File: src/rtl/regfile_pkg.sv
// Shared constants and clear-FSM state encoding for the parameterised register file.
package regfile_pkg;

  localparam int DEF_DATA_W = 32;
  localparam int DEF_ADDR_W = 3;

  typedef enum logic [1:0] {
    ST_IDLE  = 2'd0,
    ST_CLEAR = 2'd1,
    ST_DONE  = 2'd2
  } clr_state_t;

endpackage

File: src/rtl/regfile_clr_fsm.sv
// Clear sequencer: walks an ADDR_W-bit counter over every register index,
// then spends one DONE cycle pulsing clr_done before returning to IDLE.
module regfile_clr_fsm
  import regfile_pkg::*;
#(
  parameter int ADDR_W = DEF_ADDR_W
) (
  input  logic              clk,
  input  logic              rst,
  input  logic              clr_req,
  output logic              clr_busy,
  output logic              clr_done,
  output logic              clr_wr,
  output logic [ADDR_W-1:0] clr_addr,
  output logic              idle
);

  localparam logic [ADDR_W-1:0] LAST_IDX = '1;

  clr_state_t        state;
  logic [ADDR_W-1:0] cnt;

  // State, counter and registered busy/done flags; reset aborts any clear in progress.
  always_ff @(posedge clk or negedge rst) begin
    if (!rst) begin
      state    <= ST_IDLE;
      cnt      <= '0;
      clr_busy <= 1'b0;
      clr_done <= 1'b0;
    end else begin
      case (state)
        ST_IDLE: begin
          if (clr_req) begin
            state    <= ST_CLEAR;
            cnt      <= '0;
            clr_busy <= 1'b1;
          end
        end
        ST_CLEAR: begin
          if (cnt == LAST_IDX) begin
            state    <= ST_DONE;
            cnt      <= '0;
            clr_done <= 1'b1;
          end else begin
            cnt <= cnt + 1'b1;
          end
        end
        ST_DONE: begin
          state    <= ST_IDLE;
          clr_busy <= 1'b0;
          clr_done <= 1'b0;
        end
        default: begin
          state    <= ST_IDLE;
          cnt      <= '0;
          clr_busy <= 1'b0;
          clr_done <= 1'b0;
        end
      endcase
    end
  end

  // Decoded strobes for the storage array, derived directly from the state register.
  always_comb begin
    clr_wr   = (state == ST_CLEAR);
    idle     = (state == ST_IDLE);
    clr_addr = cnt;
  end

endmodule

File: src/rtl/regfile_param.sv
// Parameterised 1-write / 2-read register file with registered reads and a
// sequenced clear. Define REGFILE_BYPASS_EN to forward same-cycle write data
// to a read of the same index; otherwise such a read returns the old value.
module regfile_param
  import regfile_pkg::*;
#(
  parameter int DATA_W = DEF_DATA_W,
  parameter int ADDR_W = DEF_ADDR_W
) (
  input  logic              clk,
  input  logic              rst,
  input  logic              we,
  input  logic [ADDR_W-1:0] waddr,
  input  logic [DATA_W-1:0] wdata,
  input  logic              re,
  input  logic [ADDR_W-1:0] raddr1,
  input  logic [ADDR_W-1:0] raddr2,
  output logic [DATA_W-1:0] rdata1,
  output logic [DATA_W-1:0] rdata2,
  output logic              rvalid,
  input  logic              clr_req,
  output logic              clr_busy,
  output logic              clr_done
);

  localparam int unsigned NREG = 2 ** ADDR_W;

  logic [DATA_W-1:0] mem [NREG];

  logic              clr_wr;
  logic [ADDR_W-1:0] clr_addr;
  logic              idle;
  logic              wr_ok;
  logic              rd_ok;
  logic [DATA_W-1:0] rd_val1;
  logic [DATA_W-1:0] rd_val2;

  regfile_clr_fsm #(
    .ADDR_W (ADDR_W)
  ) u_clr_fsm (
    .clk      (clk),
    .rst      (rst),
    .clr_req  (clr_req),
    .clr_busy (clr_busy),
    .clr_done (clr_done),
    .clr_wr   (clr_wr),
    .clr_addr (clr_addr),
    .idle     (idle)
  );

  // Host accesses only in IDLE; a clear request in the same cycle wins over both.
  always_comb begin
    wr_ok = idle & we & ~clr_req;
    rd_ok = idle & re & ~clr_req;
  end

  // Read-port data selection, with optional write-through forwarding per port.
  always_comb begin
    rd_val1 = mem[raddr1];
    rd_val2 = mem[raddr2];
`ifdef REGFILE_BYPASS_EN
    if (wr_ok && (waddr == raddr1)) rd_val1 = wdata;
    if (wr_ok && (waddr == raddr2)) rd_val2 = wdata;
`endif
  end

  // Storage array: the clear sequencer and host writes are mutually exclusive by state.
  always_ff @(posedge clk or negedge rst) begin
    if (!rst) begin
      mem <= '{default: '0};
    end else if (clr_wr) begin
      mem[clr_addr] <= '0;
    end else if (wr_ok) begin
      mem[waddr] <= wdata;
    end
  end

  // Registered read data held between reads, with a one-cycle valid pulse.
  always_ff @(posedge clk or negedge rst) begin
    if (!rst) begin
      rdata1 <= '0;
      rdata2 <= '0;
      rvalid <= 1'b0;
    end else begin
      rvalid <= rd_ok;
      if (rd_ok) begin
        rdata1 <= rd_val1;
        rdata2 <= rd_val2;
      end
    end
  end

endmodule

File: config.mk
export PLATFORM = sky130hd
export DESIGN_NAME = regfile_param
export DESIGN_NICKNAME = d
export VERILOG_FILES = /design/src/rtl/regfile_pkg.sv /design/src/rtl/regfile_clr_fsm.sv /design/src/rtl/regfile_param.sv
export SDC_FILE = /design/constraint.sdc
export NUM_CORES = 1
export LEC_CHECK = 0
export ABC_CLOCK_PERIOD_IN_PS = 5320
export CAP_MARGIN = 20
export CORE_MARGIN = 2
export CORE_UTILIZATION = 55
export DETAILED_ROUTE_END_ITERATION = 16
export GPL_TIMING_DRIVEN = 0
export HOLD_SLACK_MARGIN = 0.05
export PLACE_DENSITY = 0.83
export SYNTH_ARGS = -nofsm -noshare
export SYNTH_HDL_FRONTEND = slang
export SYNTH_SLANG_ARGS = --single-unit
File: constraint.sdc
create_clock -name clk -period 5.32 [get_ports clk]
set_clock_uncertainty 0.05 [all_clocks]
set_input_delay 1.596 -clock clk [delete_from_list [all_inputs] [get_ports clk]]
set_output_delay 1.596 -clock clk [all_outputs]
set_load 0.02 [all_outputs]
* Word-level counts from Yosys, hierarchy flattened
Cells that the tools add are included.
** Word-level totals
- Input port bits :: 46
- Word-level logic and storage cells :: 72
- Output and inout bits :: 67
- Register bits :: 328
** Operators by class
- Equality and inequality tests :: 5
- Muxes and demuxes :: 23
- Order comparisons :: 6
- Bitwise operators :: 14
- Reductions and logical operators :: 8
- Add/subtract/negate cells :: 1
** Operator list (count)
- two-way mux 256 bit :: 2
- AND 256 bit :: 1
- bitwise mux 256 bit :: 1
- NOT 256 bit :: 1
- binary-select mux 32 bit (select 3 bit) :: 2
- demux 32 bit (select 3 bit) :: 2
- two-way mux 32 bit :: 6
- >= comparator 4 bit (second input constant) :: 4
- NOT 3 -> 4 bit :: 4
- one-hot mux 3 bit (3 select lines) :: 1
- < comparator 4 x 1 -> 1 bit (second input constant) :: 2
- AND reduction 2 bit :: 4
- two-way mux 3 bit :: 2
- AND 1 bit :: 4
- two-way mux 2 bit :: 2
- NOT 1 bit :: 4
- one-hot mux 1 bit (2 select lines) :: 2
- one-hot mux 2 bit (2 select lines) :: 1
- adder 3 x 1 -> 3 bit (second input constant) :: 1
- equality test 3 bit (second input constant) :: 1
- equality test 2 x 1 -> 1 bit (second input constant) :: 1
- equality test 2 bit (second input constant) :: 1
- logical AND 1 bit :: 2
- logical NOT 2 bit :: 1
- other kinds (4) :: 5

* Depth between registers and ports, before layout
- Word-level depth :: 8
- Depth in mapped cells :: 6
- Gate-level depth less buffers :: 4

* By module
From an unflattened synthesis, not the netlist that was laid out.
** Second synthesis, totals
- Cells, all modules :: 1558
- Area total of the unflattened synthesis :: 17332.9 sq um
** By module, submodules not included
- regfile_param :: times used 1, area an instance 17023.8 sq um, sequential area each 8032.7 sq um, cells each 1533
- regfile_clr_fsm :: times used 1, area an instance 309.0 sq um, sequential area each 175.2 sq um, cells each 25

* Least setup slack after synthesis
Ideal clock, no wire load.
- Kind :: in2reg
- From :: input port clr_req
- To :: register rdata1[26]
- Library setup time :: 135 ps
- Data required time :: 5135 ps
- Data arrival time :: 2642 ps
- Setup slack :: 2493 ps
- Path buffers :: 2
- Cell stages on the path :: 5
- Cells stage by stage :: or4b_1 > clkbuf_1 > clkbuf_1 > nand2_1 > o31ai_1
** On the way
- Word-level cells in the longest chain between the ends :: 2
** Ends and longest elaborated chain
- start, declared :: RTL line regfile_param.sv:21 : input logic clr_req,
- NOT 1 bit :: RTL line regfile_param.sv:54 : rd_ok = idle & re & ~clr_req;
- AND 1 bit :: RTL line regfile_param.sv:54
- end signal, assigned :: RTL line regfile_param.sv:87 : rdata1 <= rd_val1;
- end, declared :: RTL line regfile_param.sv:18 : output logic [DATA_W-1:0] rdata1,
Every way passes these cells.
A chain may end at the register's enable or synchronous reset.

* Final worst setup path
- From :: input port clr_req
- To :: register rdata1[14]
The elaborated chain is that of the path after synthesis.

==> results.json <==
{
  "cts.root.buffer_cell": "clkbuf_16",
  "die-area_um2": 33400,
  "dpl.cell_count": 2097,
  "pwr-share-seq": 0.387,
  "num_vias": 14800,
  "rsz0062_at_grt": "no",
  "cts_tree": "yes",
  "cpPeakStageDelay_ps": 740,
  "fin_crit_sh": 0.665,
  "worst_path_most_repeated_cell": "clkbuf_1",
  "io_pins": 113,
  "grt_pass1_vias": 15300,
  "start_kind": "input port",
  "pwr-share-clk": 0.231,
  "drt_wl_total_mm": 57.1,
  "dieWidth_um": 183,
  "p_int_uw": 6360,
  "area_delta_synth_final_pct": 15.9,
  "drt_iter0_markers": 1430,
  "grt_max_degree": 110,
  "end_kind": "flip-flop",
  "final_nets": 1781,
  "switching_share": 0.394,
  "synthTopCellsByCount": "mux2i_1 (384), dfrtp_1 (328), o21ai_0 (257), mux2_2 (128), clkbuf_1 (93)",
  "synth_area_um2": 17600,
  "cts_resized": 0,
  "switching_power_uw": 4130,
  "whs_endpoint": "rdata2[21]$_DFFE_PN0P_",
  "syn-instance-count": 1583,
  "syn_avg_cell_area_um2": 11.1,
  "crit_arrival_ps": 3910,
  "slew_headroom": 0.360,
  "worstRegToRegCells": 6,
  "grt_antenna_before_repair": 1,
  "synth_cell_types": 30,
  "clk_path_buf_depth": 3,
  "cts_made_buffers": 36,
  "die_h_um": 183,
  "cp_top_family": "buffers and inverters",
  "busiest_layer": "met2",
  "start_util": 0.557,
  "wire_per_inst_um": 26.5,
  "period_needed_ps": 3540,
  "r2r-end": "mem[31]$_DFFE_PN0P_",
  "firstDrtPassIters": 8,
  "place_area_um2": 19300,
  "synth_top_area_cell": "dfrtp_1",
  "crit_fanout": 10,
  "std_cell_rows": 65,
  "final-seq-area_um2": 8210,
  "ys_seq_area_frac": 0.467,
  "use_met2": 0.535,
  "max_freq_ghz": 0.282,
  "hpwl_mm": 38.0,
  "cts_sinks": 328,
  "hold_depth": 2,
  "crit_type": "in -> reg",
  "drive_gt1_frac": 0.144,
  "synthArstFlopShare": 1.00,
  "viasPerCell": 6.87,
  "netlist.area_leader.share": 0.467,
  "hold_viol_final": 0,
  "met3_usage": 0.0888,
  "met1_usage": 0.434,
  "netlist_top_cells_area": "dfrtp_1 (47%), mux2i_1 (22%), mux2_2 (8.2%)",
  "p_comb_frac": 0.382,
  "final_max_slew_viol_count": 0,
  "cts-htree-levels": 2,
  "ir_worst_vdd_uv": 286,
  "r2r_slack_ps": 2790,
  "synth_warnings": 0,
  "synth_edf_count": 0,
  "path_cells": "clkdlybuf4s50_1 > or4b_1 > clkbuf_1 > clkbuf_1 > nand2_1 > o31ai_1",
  "power.leakage_uw": 0.0109,
  "track_usage": 0.341,
  "grt_pass1_wl_mm": 87.4,
  "stdcell_count": 2159,
  "place.gp.congestion": 0.967,
  "syn_nets": 1631,
  "hp-start": "rdata2[21]$_DFFE_PN0P_",
  "io_buffer_count": 109,
  "critPathSlowestCell": "clkbuf_1",
  "fin_area_um2": 20400,
  "fill_cells": 2364,
  "postRouteAntennaNets": 0,
  "coreArea_um2": 31600,
  "clock_latency_ps": 520,
  "yosysMostFrequentCell": "mux2i_1",
  "status": "finished, final reports clean",
  "multi_input_area_um2": 8560,
  "hp-class": "reg -> reg",
  "finalSetupViolCount": 0,
  "cap_viol_max_count": 0,
  "p_per_area_nw_per_um2": 514,
  "holdBufCountCts": 0,
  "worst_pin_slew_ps": 960,
  "drc": 0,
  "clk_pin_slew_ps": 60,
  "ys.flop_type": "dfrtp_1",
  "reg2reg_from": "u_clr_fsm.state[1]$_DFFE_PN0P_",
  "hold_ws_ps": 431,
  "crit_buf_inv": 3,
  "overflow": 0,
  "postCtsSetupBuffers": 0,
  "ys_ff_latch": 328,
  "critPathRequiredTime_ps": 5690
}
==> flip-flops by register name (all words and copies together) (netlist names) <==
register / cells
u_clr_fsm.clr_addr: 3
u_clr_fsm.clr_busy: 1
rvalid: 1
u_clr_fsm.state: 2
rdata2: 32
u_clr_fsm.clr_done: 1
mem: 256
rdata1: 32
==> stage by stage <==
step / TNS, ps / setup slack (ps) / utilization / power (uW)
6_report: 0 / 1780 / 0.646 / 10500
5_1_grt: 0 / 1710 / 0.646 / 10900
4_1_cts: 0 / 1850 / 0.646 / 10300
3_5_place_dp: 0 / 1340 / 0.611 / 7920
3_3_place_gp: -3812250 / -11650 / 0.608 / 7700
2_1_floorplan: 0 / 2490 / - / 6210
==> final cells by class <==
type	count	area share
Tap cell	402	0.0247
Timing Repair Buffer	112	0.0578
Sequential cell	328	0.403
Buffer	152	0.0335
Clock buffer	50	0.0503
Multi-Input combinational cell	1067	0.420
Inverter	36	0.00663
Antenna cell	1	0.000123
Clock inverter	11	0.00424
==> placed cells by master, fill, tap and decap left out, drive strengths merged, types with 2 or more instances in the layout <==
master and instances:
mux2 128, nand2 69, clkdlybuf4s50 108, ha 2, nand3b 5, buf 63
nand2b 6, nor2b 5, o21ai 258, a21oi 2, clkinv 8, nand3 4
o31ai 64, dfrtp 328, clkbuf 143, nor2 3, o22ai 64, a22o 64
mux2i 384, inv 37
==> how the worst max path moves through the flow <==
stage                     startpoint                      to  slack (ps)  cells past startpoint
after floorplan              clr_req  rdata1[26]$_DFFE_PN0P_        2490                      5
after global placement           rst  rdata2[16]$_DFFE_PN0P_      -11650                      1
after detailed placement     clr_req  rdata1[14]$_DFFE_PN0P_        1340                      6
after CTS                    clr_req  rdata1[14]$_DFFE_PN0P_        1850                      6
after global routing         clr_req  rdata1[16]$_DFFE_PN0P_        1710                      6
final                        clr_req  rdata1[14]$_DFFE_PN0P_        1780                      6
==> power by group through the flow <==
stage / clock (uW) / sequential, uW / combinational [uW]
after floorplan: 0 / 4180 / 2030
after global routing: 2510 / 4150 / 4240
after global placement: 0 / 3980 / 3720
after detailed placement: 0 / 4050 / 3870
after CTS: 2410 / 4020 / 3910
final: 2420 / 4060 / 4000
==> cell families after synthesis <==
| family | share of synthesized area |
|---|---|
| buf+inv | 0.0464 |
| simple gates | 0.0281 |
| flops | 0.467 |
| mux | 0.300 |
| fa+ha+maj | 0.00142 |
| compound gates | 0.157 |
==> routing by layer <==
metal,share of wire,vias up
li1,-,6130
met1,0.38,7361
met2,0.45,1082
met3,0.11,258
met4,0.055,2
met5,0.00030,-
==> tightest hold or removal path, stage by stage (launching register included) <==
cell	delay [ps]
dfrtp_1	340
nand2_1	50
o31ai_1	50
No activity file was read; power rests on OpenSTA's default activity.
